<file path="src/rtl/lcd_spi_pkg.sv">
// Shared definitions for the lcd_if <-> SPI PHY bus: transfer widths,
// bit-counter width and the serializer state encoding.
package lcd_spi_pkg;

   localparam int SPI_W_NARROW = 8;
   localparam int SPI_W_WIDE   = 32;
   localparam int SPI_BITCNT_W = 6;

   typedef enum logic [1:0] {
      ST_IDLE,
      ST_LOW,
      ST_HIGH,
      ST_DONE
   } spi_state_e;

   function automatic logic [SPI_BITCNT_W-1:0] spi_nbits(input logic wide);
      return wide ? SPI_BITCNT_W'(SPI_W_WIDE) : SPI_BITCNT_W'(SPI_W_NARROW);
   endfunction

endpackage

</file>
<file path="src/rtl/spi_clk_div.sv">
// Half-period timer for the SPI serializer: pulses phase_tick on the last
// cycle of every CLK_DIV-cycle window while enabled.
module spi_clk_div #(
   parameter int CLK_DIV = 1
) (
   input  logic clk,
   input  logic rst_n,
   input  logic clear,
   input  logic enable,
   output logic phase_tick
);

   localparam int CW = $clog2(CLK_DIV + 1);

   logic [CW-1:0] cnt;

   assign phase_tick = enable && (cnt == CW'(CLK_DIV - 1));

   // Wrapping to zero on the tick makes every phase start from a clean count.
   always_ff @(posedge clk or negedge rst_n) begin
      if (!rst_n) begin
         cnt <= '0;
      end else if (clear || phase_tick) begin
         cnt <= '0;
      end else if (enable) begin
         cnt <= cnt + CW'(1);
      end
   end

endmodule

</file>
<file path="src/rtl/spi_master_phy.sv">
// SPI mode-0 master serializer: shifts one 8- or 32-bit word MSB-first on SCK
// while capturing MISO, with an arm flag so a held begin fires only once.
module spi_master_phy
   import lcd_spi_pkg::*;
#(
   parameter int CLK_DIV = 1
) (
   input  logic        clk,
   input  logic        rst_n,
   input  logic        spi_begin,
   input  logic        spi_wide,
   input  logic [31:0] spi_mosi,
   input  logic        spi_cs,
   output logic [31:0] spi_miso,
   output logic        spi_busy,
   output logic        sck_o,
   output logic        mosi_o,
   input  logic        miso_i,
   output logic        cs_n_o
);

   spi_state_e state, state_nxt;

   logic [31:0]             shreg;
   logic [31:0]             rxreg;
   logic [SPI_BITCNT_W-1:0] bit_cnt;
   logic                    wide_q;
   logic                    armed;
   logic                    phase_tick;
   logic                    div_en;
   logic                    accept;
   logic                    rise;
   logic                    fall;
   logic                    done;

   spi_clk_div #(.CLK_DIV(CLK_DIV)) u_clk_div (
      .clk        (clk),
      .rst_n      (rst_n),
      .clear      (state == ST_IDLE),
      .enable     (div_en),
      .phase_tick (phase_tick)
   );

   always_ff @(posedge clk or negedge rst_n) begin
      if (!rst_n) begin
         state <= ST_IDLE;
      end else begin
         state <= state_nxt;
      end
   end

   always_comb begin
      state_nxt = state;
      accept    = 1'b0;
      rise      = 1'b0;
      fall      = 1'b0;
      done      = 1'b0;
      div_en    = 1'b0;
      case (state)
         ST_IDLE: begin
            if (spi_begin && armed) begin
               accept    = 1'b1;
               state_nxt = ST_LOW;
            end
         end
         ST_LOW: begin
            div_en = 1'b1;
            if (phase_tick) begin
               rise      = 1'b1;
               state_nxt = ST_HIGH;
            end
         end
         ST_HIGH: begin
            div_en = 1'b1;
            if (phase_tick) begin
               fall      = 1'b1;
               state_nxt = (bit_cnt == SPI_BITCNT_W'(1)) ? ST_DONE : ST_LOW;
            end
         end
         ST_DONE: begin
            done      = 1'b1;
            state_nxt = ST_IDLE;
         end
         default: state_nxt = ST_IDLE;
      endcase
   end

   // Narrow words are left-aligned so the MSB is always shreg[31].
   always_ff @(posedge clk or negedge rst_n) begin
      if (!rst_n) begin
         shreg    <= '0;
         rxreg    <= '0;
         bit_cnt  <= '0;
         wide_q   <= 1'b0;
         spi_busy <= 1'b0;
         sck_o    <= 1'b0;
         mosi_o   <= 1'b0;
         spi_miso <= '0;
      end else begin
         if (accept) begin
            shreg    <= spi_wide ? spi_mosi : {spi_mosi[7:0], 24'h0};
            bit_cnt  <= spi_nbits(spi_wide);
            rxreg    <= '0;
            wide_q   <= spi_wide;
            spi_busy <= 1'b1;
            sck_o    <= 1'b0;
            mosi_o   <= spi_wide ? spi_mosi[31] : spi_mosi[7];
         end
         if (rise) begin
            sck_o <= 1'b1;
            rxreg <= {rxreg[30:0], miso_i};
         end
         if (fall) begin
            sck_o   <= 1'b0;
            bit_cnt <= bit_cnt - SPI_BITCNT_W'(1);
            if (bit_cnt != SPI_BITCNT_W'(1)) begin
               shreg  <= {shreg[30:0], 1'b0};
               mosi_o <= shreg[30];
            end
         end
         if (done) begin
            spi_miso <= wide_q ? rxreg : {24'h0, rxreg[7:0]};
            spi_busy <= 1'b0;
         end
      end
   end

   // Re-arm only after begin is seen low, so a held request cannot retrigger.
   always_ff @(posedge clk or negedge rst_n) begin
      if (!rst_n) begin
         armed  <= 1'b1;
         cs_n_o <= 1'b1;
      end else begin
         cs_n_o <= spi_cs;
         if (accept) begin
            armed <= 1'b0;
         end else if (!spi_begin) begin
            armed <= 1'b1;
         end
      end
   end

endmodule

</file>
<file path="config.mk">
export PLATFORM = sky130hd
export DESIGN_NAME = spi_master_phy
export DESIGN_NICKNAME = d
export VERILOG_FILES = /design/src/rtl/lcd_spi_pkg.sv /design/src/rtl/spi_clk_div.sv /design/src/rtl/spi_master_phy.sv
export SDC_FILE = /design/constraint.sdc
export NUM_CORES = 1
export LEC_CHECK = 0
export BUFFER_PORTS_ARGS = -buffer_cell sky130_fd_sc_hd__buf_2
export CAP_MARGIN = 10
export CORE_MARGIN = 2
export CORE_UTILIZATION = 45
export CTS_CLUSTER_SIZE = 8
export DETAILED_ROUTE_END_ITERATION = 16
export PLACE_DENSITY_LB_ADDON = 0.2
export REMOVE_ABC_BUFFERS = 1
export SYNTH_ARGS = -nofsm -noshare
export SYNTH_HDL_FRONTEND = slang
export SYNTH_SLANG_ARGS = --single-unit
</file>
<file path="constraint.sdc">
create_clock -name clk -period 1.4 [get_ports clk]
set_input_delay 0 -clock clk [delete_from_list [all_inputs] [get_ports clk]]
set_output_delay 0 -clock clk [all_outputs]
set_load 0.005 [all_outputs]
</file>
==> run_results.csv, run 1 <==
group,metric,value,unit
outcome,status,"finished with violations",
outcome,violations,"negative setup slack",
routing,wirelength,11.0,mm
job,cap_violations,0,
sta,hold_viol,0,
place,routabilityCongestion,0.822,
sta,fmax,659,MHz
floorplan,io_pins,74,
global_route,grt.overflow.total,0,
worst_setup_path,criticalPathCategory,"reg2reg",
layout,antennaDiodeCount,0,
sta,slew_violations,0,
sta,fin_skew,0.0194,ns
worst_setup_path,crit_slowest_cell,"dfrtp_1",
place,portBuffers,73,
worst_setup_path,path_buf_inv,3,
routing,dr_total_vias,3821,
floorplan,dieArea,11600,µm²
yosys,ys_types,37,
yosys,postSynthCellCount,458,
layout,drive_gt1_share,36.3,%
routing,ant_nets,0,
worst_setup_path,critPathRequiredTime,1.65,ns
floorplan,die_w,108,µm
global_route,grt_pass1_vias,3598,
layout,mostFrequentLayoutCells,"108 x dfrtp_1, 72 x buf_2, 50 x nand3_1",
clock_network,clk_latency,0.37,ns
routing,drc,0,
worst_setup_path,end_kind,"flip-flop",
yosys,synth_edf_count,0,
routing,viasPerCell,5.26,
layout,n_fill_cell,848,
clock_network,htreeDepth,3,
worst_setup_path,worstPathCellList,"inv_2, ha_4, and3_4, buf_6, nor2_4, buf_12, a22o_1",
layout,nNetsFinal,629,
power_and_ir_drop,power_density,1830,nW/µm²
yosys,synth.cell_area,4830,µm²
yosys,async_flop_share,100,%
sta,setup_slack,-0.117,ns
sta,rsz0062_at_grt,"true",
clock_network,cts_tree,"yes",
floorplan,initial_core_util,46.6,%
routing,wl_per_cell,15.1,µm
global_route,grt.total_usage,19.0,%
worst_setup_path,startpoint_type,"flip-flop",
yosys,yosysSeqAreaShare,57.0,%
yosys,synth-seq-cells,110,
clock_network,cts_buffer_depth,2,
sta,maxSlewHeadroom,45.3,%
layout,syn2layout_area_growth,34.8,%
worst_setup_path,cpPeakStageDelay,0.40,ns
global_route,antenna_found_initial,0,
routing,dr.first_iter.drc_count,229,
worst_hold_path,holdPathStages,5,
yosys,synthFlopType,"dfrtp_1",
global_route,grt_max_degree,51,
floorplan,num_rows,37,
worst_setup_path,cp.depth,7,
floorplan,core_area,10400,µm²
clock_network,clk_pin_slew,0.11,ns
worst_hold_path,hold_path.class,"in2reg",
floorplan,dieHeight,108,µm
worst_setup_path,path_delay_family,"flip-flops",
global_route,grt_pass1_wl,17.6,mm
yosys,syn_area_per_cell,10.6,µm²
worst_setup_path,rr_worst_depth,7,
sta,tightest_slew,0.820,ns
sta,min_period,1.52,ns
clock_network,cts-root-buf,"clkbuf_8",
layout,mostFrequentLayoutCell,"dfrtp_1",
clock_network,numCtsBuffers,9,
worst_setup_path,cp_max_fo,16,
worst_setup_path,crit_arrival,1.76,ns
sta,setup_violations,69,
power_and_ir_drop,peakVddDrop,1.07,mV
power_and_ir_drop,finalPower,11.9,mW
routing,first_pass_iters,5,
clock_network,cts.sinks,110,
sta,min_period_over_period,108,%
power_and_ir_drop,leakagePower,3.05,nW
sta,setup_tns,-5.49,ns
place,hpwl,6.53,mm
yosys,yosysWarnings,0,
[metrics by stage]
stage	instances	hold WS (ns)	setup slack (ns)	area (µm²)	util (%)
2_1_floorplan	425	-0.296	-0.887	4640	-
3_3_place_gp	666	-0.137	-0.640	5510	53.2
3_5_place_dp	666	-0.132	-0.732	5510	53.2
4_1_cts	715	0.0715	-0.162	6180	59.6
5_1_grt	726	0.0587	-0.199	6520	62.8
6_report	726	0.0553	-0.117	6520	62.8
[logic make-up (layout without fill, tap and decap cells)]
group,Yosys count,after routing,synth area share (%)
AND/OR/NAND/NOR,146,147,13.8
flip-flops,110,110,57.0
buffers and inverters,64,195,6.34
multiplexers,16,16,3.52
adder cells (fa/ha/maj),6,6,1.55
AO/OA/AOI/OAI,116,116,17.8
[metal layers]
| metal | share of wire (%) | routed length, µm | global-route usage (%) | vias up |
|---|---|---|---|---|
| met5 | 0 | 0 | 0 | - |
| met4 | 1.5 | 163 | 6.59 | 0 |
| met3 | 4.0 | 437 | 3.75 | 11 |
| met2 | 49 | 5440 | 29.7 | 87 |
| met1 | 45 | 4950 | 26.5 | 1870 |
| li1 | - | - | - | 1853 |
[repair_timing]
action | CTS | global route
setup buffers | 2 | 11
resized for setup | 27 | 68
pin swaps | 6 | 23
hold endpoints to repair | 136 | 0
endpoints found under the setup margin | 74 | 94
hold buffers | 30 | 0
gates cloned | 1 | 2
[layout make-up]
cell class	count	area, µm²	share of cell area [%]
Tap cell	136	170	2.61
Timing Repair Buffer	148	1240	19.1
Multi-Input combinational cell	285	2020	31.1
Clock buffer	9	124	1.90
Clock inverter	7	85.1	1.31
Sequential cell	110	2760	42.3
Inverter	31	116	1.79
[worst paths after layout]
check	to	slack, ns	start
min in group asynchronous	armed	0.17	rst_n
setup reg to reg	rxreg[23]	-0.12	state[0]
max in group asynchronous	u_clk_div.cnt	0.46	rst_n
hold / removal	shreg[25]	0.06	spi_mosi[25]
hold reg to reg	shreg[27]	0.50	shreg[26]
setup / recovery	rxreg[23]	-0.12	state[0]
[cell usage after synthesis, types with 3 or more instances]
| master | n | area share [%] |
|---|---|---|
| a21oi_1 | 11 | 1.1 |
| mux2_2 | 8 | 1.9 |
| a31oi_2 | 17 | 4.4 |
| dfrtp_1 | 108 | 56 |
| buf_6 | 3 | 0.70 |
| a22o_1 | 32 | 5.8 |
| nand3_1 | 51 | 5.3 |
| a31oi_1 | 6 | 0.78 |
| o21ai_0 | 42 | 4.3 |
| nand2_1 | 42 | 3.3 |
| inv_1 | 31 | 2.4 |
| mux2i_1 | 8 | 1.7 |
| nand2b_1 | 3 | 0.39 |
| buf_2 | 11 | 1.1 |
| nor2_1 | 38 | 3.0 |
| clkbuf_1 | 14 | 1.1 |
| ha_1 | 6 | 1.6 |
[worst reg2reg max path, delay by kind of cell, from the launching register on]
family	cells	cell delay (ns)
AOI/OAI and AO/OA	1	0.18
and+or+nand+nor	2	0.31
DFF	1	0.40
buffers and inverters	3	0.37
adders and majority gates	1	0.15
[sequential cells by signal (all words and copies together), names as in the netlist, 2 cells and up]
signal and count:
rxreg 32, spi_miso 32, shreg 31, bit_cnt 6
state 2
[report_power, final]
| part | total, mW | leakage [nW] | internal (mW) | switching, mW |
|---|---|---|---|---|
| logic | 5.38 | 1.50 | 2.62 | 2.76 |
| registers | 4.56 | 1.45 | 3.96 | 0.601 |
| clock network | 1.99 | 0.107 | 0.867 | 1.13 |
No activity file was read; power rests on OpenSTA's default activity.
==> run 2, diff against run 1 <==
--- a/config.mk
+++ b/config.mk
@@ -5,6 +5,7 @@
 export SDC_FILE = /design/constraint.sdc
 export NUM_CORES = 1
 export LEC_CHECK = 0
+export ABC_AREA = 1
 export BUFFER_PORTS_ARGS = -buffer_cell sky130_fd_sc_hd__buf_2
 export CAP_MARGIN = 10
 export CORE_MARGIN = 2
==> run 2 against run 1 <==
Sequential share of layout area down 1.7 points; critical path depth grew 4; flip-flop and latch count unchanged; die area grew 5.7%; clock skew decreased by 0.015 ns; total power increased by 28%; worst setup slack got worse by 0.044 ns; clock-buffer cell count rose by 1; wire length is 12% higher; combinational power up 40%; the flow still finishes with violations (negative setup slack); largest power group unchanged; via count rose by 15%.
==> run_results.csv, run 2 <==
group,metric,value,unit
place,routabilityCongestion,0.760,
yosys,synthFlopType,"dfrtp_1",
yosys,synth.cell_area,5120,µm²
layout,drive_gt1_share,28.4,%
sta,hold_viol,0,
floorplan,dieHeight,111,µm
yosys,yosys-top-cells-count,"187 x nand2_1, 119 x inv_1, 108 x dfrtp_1, 61 x nor2_1, 57 x o22ai_1",
sta,min_period,1.56,ns
yosys,yosysSeqAreaShare,53.8,%
outcome,status,"finished with violations",
yosys,async_flop_share,100,%
place,dp_slack,-0.0923,ns
power_and_ir_drop,peakVddDrop,1.29,mV
yosys,synthTopCellsByArea,"dfrtp_1 53%, nand2_1 14%, inv_1 8.7%, o22ai_1 7.0%, nor2_1 4.5%",
place,portBuffers,73,
place,placed_cells,844,
worst_setup_path,rr_worst_depth,11,
worst_setup_path,startpoint_type,"flip-flop",
routing,wirelength,12.4,mm
worst_setup_path,startpoint,"state[1]",
worst_hold_path,holdPathEnd,"shreg[0]",
clock_network,clk_latency,0.35,ns
clock_network,cts.sinks,110,
global_route,grt_pass1_vias,4218,
yosys,synth.top_cell.area_share,52.8,%
yosys,syn_area_per_cell,8.08,µm²
sta,holdWs,0.0298,ns
clock_network,cts-root-buf,"clkbuf_16",
routing,dr_total_vias,4378,
yosys,synth.mux.area_fraction,0,%
clock_network,cts_buffer_depth,2,
floorplan,core_area,11000,µm²
layout,fin_cells,882,
routing,first_pass_iters,4,
job,cap_violations,0,
yosys,yosysMostFrequentCell,"nand2_1",
clock_network,clk_pin_slew,0.07,ns
worst_setup_path,cp_max_fo,6,
worst_setup_path,criticalPathCategory,"reg2reg",
routing,viasPerCell,4.96,
routing,drc,0,
worst_setup_path,crit_arrival,1.81,ns
power_and_ir_drop,finalPower,15.3,mW
floorplan,die_w,111,µm
worst_setup_path,r2r_end,"shreg[4]",
global_route,grt_max_degree,111,
worst_setup_path,r2r_slack,-0.16,ns
sta,rsz0062_at_grt,"true",
clock_network,htreeDepth,3,
outcome,violations,"negative setup slack",
worst_hold_path,hold_path.class,"in2reg",
global_route,grt.overflow.total,0,
global_route,grt_pass1_wl,19.7,mm
floorplan,dieArea,12300,µm²
global_route,antenna_found_initial,0,
sta,slew_violations,0,
yosys,synth-xor-area-share,0.171,%
sta,min_period_over_period,112,%
floorplan,io_pins,74,
worst_setup_path,end_kind,"flip-flop",
layout,syn2layout_area_growth,32.4,%
sta,fmax,640,MHz
layout,nNetsFinal,781,
sta,maxSlewHeadroom,60.7,%
worst_hold_path,holdCritStartpoint,"spi_mosi[0]",
worst_setup_path,reg2reg_from,"state[1]",
clock_network,cts_tree,"yes",
routing,ant_nets,0,
yosys,synth_top_family_by_area,"simple AND/OR/NAND/NOR gates",
sta,fin_skew,0.00403,ns
yosys,synth-seq-cells,110,
layout,mostFrequentLayoutCells,"160 x nand2_1, 108 x dfrtp_1, 98 x inv_1",
worst_setup_path,critPathRequiredTime,1.65,ns
sta,tightest_slew,0.590,ns
power_and_ir_drop,power_density,2260,nW/µm²
yosys,yosys.area_share.simple,24.1,%
yosys,yosysWarnings,0,
sta,setup_violations,71,
sta,setup_slack,-0.162,ns
yosys,postSynthCellCount,634,
sta,setup_tns,-5.66,ns
layout,antennaDiodeCount,0,
floorplan,initial_core_util,46.6,%
global_route,grt.total_usage,19.5,%
yosys,yosysTopAreaCell,"dfrtp_1",
power_and_ir_drop,leakagePower,3.59,nW
yosys,synth-compound-area-share,8.82,%
routing,dr.first_iter.drc_count,290,
place,hpwl,7.18,mm
worst_hold_path,holdPathStages,5,
layout,mostFrequentLayoutCell,"nand2_1",
routing,wl_per_cell,14.0,µm
layout,n_fill_cell,924,
clock_network,numCtsBuffers,9,
yosys,synthAdderAreaFrac,1.47,%
floorplan,num_rows,38,
layout,largest_registers,"rxreg: 32 flops, spi_miso: 32 flops, shreg: 31 flops",
yosys,synth_edf_count,0,
yosys,ys_types,21,
run 2: changes by cell type in the layout (fill, tap and decap cells not counted), sizes merged, moves of 26 or more:
| cell | before | now |
|---|---|---|
| nand3 | 51 | 12 |
| a22o | 32 | 0 |
| dlygate4sd3 | 30 | 4 |
| o21ai | 42 | 8 |
| inv | 35 | 123 |
| o22ai | 0 | 57 |
| nand2 | 42 | 188 |
run 2: final cells by class:
| cell class | instances | area, µm² | area share (%) |
|---|---|---|---|
| sequential | 110 | 2760 | 40.6 |
| multi-input combinational | 374 | 2040 | 30.1 |
| timing repair buffer | 123 | 1070 | 15.8 |
| inverter | 119 | 447 | 6.59 |
| clock buffer | 10 | 239 | 3.52 |
| tap | 140 | 175 | 2.58 |
| clock inverter | 6 | 52.6 | 0.775 |
run 2: routing by layer:
metal	track usage [%]	part of all wire, %
met1	25.6	43
met2	31.9	51
met3	4.32	4.3
met4	7.00	1.8
met5	0	0
run 2: logic make-up after synthesis:
group	Yosys count
simple gates	291
flops	110
xor+xnor	1
compound gates	76
buf+inv	150
fa+ha+maj	6
run 2: power breakdown:
part / internal, mW / total [mW] / switching (mW)
Sequential: 4.50 / 5.26 / 0.754
Clock: 1.29 / 2.53 / 1.24
Combinational: 3.51 / 7.54 / 4.03
run 2: worst max-delay path, stage by stage, from the launching register on:
cell     delay, ns
dfrtp_1       0.41
inv_2         0.09
ha_4          0.15
nand3_4       0.10
buf_12        0.18
buf_12        0.14
nand2_1       0.05
inv_1         0.03
nor2_1        0.10
nand2_1       0.06
nand2_1       0.07
inv_1         0.05
run 2: worst max-delay path by stage:
stage,to,slack (ns),depth (start not counted)
2_1_floorplan,rxreg[0],-1.08,5
3_3_place_gp,shreg[28],0.002,10
3_5_place_dp,bit_cnt[3],-0.09,9
4_1_cts,shreg[29],-0.07,9
5_1_grt,shreg[4],-0.21,11
6_report,shreg[4],-0.16,11
run 2: what timing repair did:
item | CTS | global route
hold endpoints to repair | 111 | 0
gates cloned | 5 | 5
setup buffers | 4 | 5
resized for setup | 30 | 81
hold buffers | 4 | 0
pin swaps | 5 | 21
setup endpoints to repair | 69 | 74
run 2: per-stage QoR:
stage          area [µm²]  util, %
5_1_grt              6780     61.7
4_1_cts              6410     58.4
2_1_floorplan        4970        -
3_5_place_dp         5800     52.8
6_report             6780     61.7
3_3_place_gp         5800     52.8
==> run 3, diff against run 2 <==
--- a/config.mk
+++ b/config.mk
@@ -9,7 +9,7 @@
 export BUFFER_PORTS_ARGS = -buffer_cell sky130_fd_sc_hd__buf_2
 export CAP_MARGIN = 10
 export CORE_MARGIN = 2
-export CORE_UTILIZATION = 45
+export CORE_UTILIZATION = 40
 export CTS_CLUSTER_SIZE = 8
 export DETAILED_ROUTE_END_ITERATION = 16
 export PLACE_DENSITY_LB_ADDON = 0.2
==> run 3 against run 2 <==
The run ends with negative hold slack, negative setup slack left; final cell count grew 2.5%; via count shrank 3.1%; design area shrank 2.6%; wire length shrank 2.9%; non-clock buffer count shrank 11; sequential power shrank 1%; register-to-register slack gained 0.06 ns; global-route usage shrank 1.5 points; total power shrank 5.1%; first-iteration DRC count shrank 35%; die area grew 12%; sequential share of layout area grew 1.1 points; critical path type unchanged; critical endpoint is now shreg[18]; largest power group unchanged.
==> run_results.csv, run 3 (same netlist as run 2, synthesis figures left out) <==
group,metric,value,unit
outcome,status,"finished with violations",
outcome,violations,"negative hold slack, negative setup slack",
global_route,antenna_found_initial,0,
floorplan,io_pins,74,
layout,n_fill_cell,1151,
clock_network,htreeDepth,3,
worst_setup_path,end_kind,"flip-flop",
power_and_ir_drop,power_density,2200,nW/µm²
global_route,grt_pass1_wl,19.4,mm
clock_network,cts_tree,"yes",
clock_network,cts_buffer_depth,2,
routing,wirelength,12.0,mm
global_route,grt.total_usage,18.0,%
sta,fmax,665,MHz
power_and_ir_drop,switching_share,38.8,%
global_route,top_usage_layer,"met2",
sta,slew_violations,0,
power_and_ir_drop,p_seq_share,35.8,%
layout,antennaDiodeCount,0,
sta,setup_violations,67,
worst_setup_path,critPathRequiredTime,1.65,ns
job,cap_violations,0,
routing,dr_total_vias,4241,
sta,hold_viol,1,
global_route,grt_pass1_vias,4120,
floorplan,dieArea,13700,µm²
global_route,met3_usage,3.19,%
worst_setup_path,startpoint_type,"flip-flop",
power_and_ir_drop,p_int,8.90,mW
layout,drive_gt1_share,26.0,%
sta,tightest_slew,0.297,ns
place,hpwl,7.29,mm
routing,first_pass_iters,4,
floorplan,core_area,12600,µm²
sta,holdWs,-0.0125,ns
layout,fin_cells,904,
floorplan,dieHeight,117,µm
routing,dr.first_iter.drc_count,189,
layout,mostFrequentLayoutCell,"nand2_1",
routing,viasPerCell,4.69,
layout,nNetsFinal,771,
sta,maxSlewHeadroom,80.2,%
power_and_ir_drop,clkPwrFrac,18.5,%
sta,min_period_over_period,107,%
sta,fin_skew,0.00773,ns
routing,drc,0,
layout,mostFrequentLayoutCells,"171 x nand2_1, 108 x dfrtp_1, 106 x inv_1",
global_route,grt.overflow.total,0,
layout,syn2layout_area_growth,29.0,%
worst_setup_path,criticalPathCategory,"reg2reg",
clock_network,clk_pin_slew,0.08,ns
layout,largest_registers,"rxreg: 32 flops, spi_miso: 32 flops, shreg: 31 flops",
power_and_ir_drop,power_frac_comb,45.7,%
worst_hold_path,hold_path.class,"in2reg",
clock_network,cts-root-buf,"clkbuf_16",
place,routabilityCongestion,0.798,
clock_network,numCtsBuffers,9,
routing,wl_per_cell,13.3,µm
sta,min_period,1.50,ns
power_and_ir_drop,p_switching,5.65,mW
floorplan,initial_core_util,40.8,%
routing,ant_nets,0,
sta,rsz0062_at_grt,"true",
power_and_ir_drop,peakVddDrop,0.979,mV
place,placed_cells,875,
global_route,met1_usage,24.1,%
place,portBuffers,73,
floorplan,num_rows,41,
sta,setup_slack,-0.103,ns
worst_setup_path,cp_max_fo,5,
worst_setup_path,crit_arrival,1.75,ns
floorplan,die_w,117,µm
global_route,grt_use_met2,30.1,%
clock_network,clk_latency,0.35,ns
power_and_ir_drop,leakagePower,3.48,nW
clock_network,cts.sinks,110,
power_and_ir_drop,finalPower,14.5,mW
global_route,grt_max_degree,49,
run 3: what timing repair did:
action,4_1_cts,5_1_grt
hold buffers,4,0
setup endpoints to repair,42,75
pin swaps,4,17
setup buffers,3,1
resized for setup,36,56
cloned,4,3
hold endpoints to repair,111,0
run 3: path summary, 6_finish.rpt:
path | start | slack, ns | cells after the start | to
min | spi_mosi[0] | -0.01 | 5 | shreg[0]
max reg2reg | state[0] | -0.10 | 10 | shreg[18]
max in group asynchronous | rst_n | 0.72 | 3 | cs_n_o
max | state[0] | -0.10 | 10 | shreg[18]
min in group asynchronous | rst_n | 0.08 | 2 | shreg[25]
min reg2reg | shreg[24] | 0.48 | 2 | shreg[25]
run 3: area by class of cell:
cell class              instances  area, µm²  share of cell area [%]
clock inverters                 6       75.1                    1.14
multi-input cells             375       1980                    29.9
flip-flops and latches        110       2760                    41.7
well taps                     172        215                    3.26
repair buffers                112        896                    13.6
inverters                     119        450                    6.82
clock buffers                  10        239                    3.62
run 3: routing by layer:
metal	share of wire, %	wire length, µm	vias up
li1	-	-	2140
met1	47	5610	2015
met2	49	5850	77
met3	3.6	436	9
met4	0.98	118	0
met5	0	0	-
run 3: power by group through the flow:
stage          logic [mW]  registers [mW]  clock network [mW]
2_1_floorplan        3.60            5.08                   0
3_3_place_gp         5.54            5.12                   0
3_5_place_dp         5.68            5.15                   0
4_1_cts              6.26            5.13                2.77
5_1_grt              7.53            5.37                2.93
6_report             6.65            5.21                2.69
run 3: through the flow:
stage / utilization (%) / cell area (µm²) / setup WS [ns] / TNS (ns) / hold WS [ns]
CTS: 51.4 / 6450 / -0.0569 / -1.97 / 0.00593
floorplan: - / 4970 / -1.08 / -80.63 / -0.296
detailed placement: 46.6 / 5860 / -0.0950 / -1.28 / -0.0893
global placement: 46.6 / 5860 / -0.0144 / -0.0885 / -0.0892
finish: 52.6 / 6610 / -0.103 / -2.97 / -0.0125
global route: 52.6 / 6610 / -0.204 / -9.33 / 0.00682
run 3: worst max-delay path, stage by stage, from the launching register on:
cell,delay [ns]
dfrtp_1,0.40
inv_2,0.09
ha_4,0.17
nand3_2,0.19
clkbuf_16,0.22
nand2_1,0.05
inv_1,0.03
nor2_1,0.09
nand2_1,0.06
nand2_1,0.06
inv_1,0.04
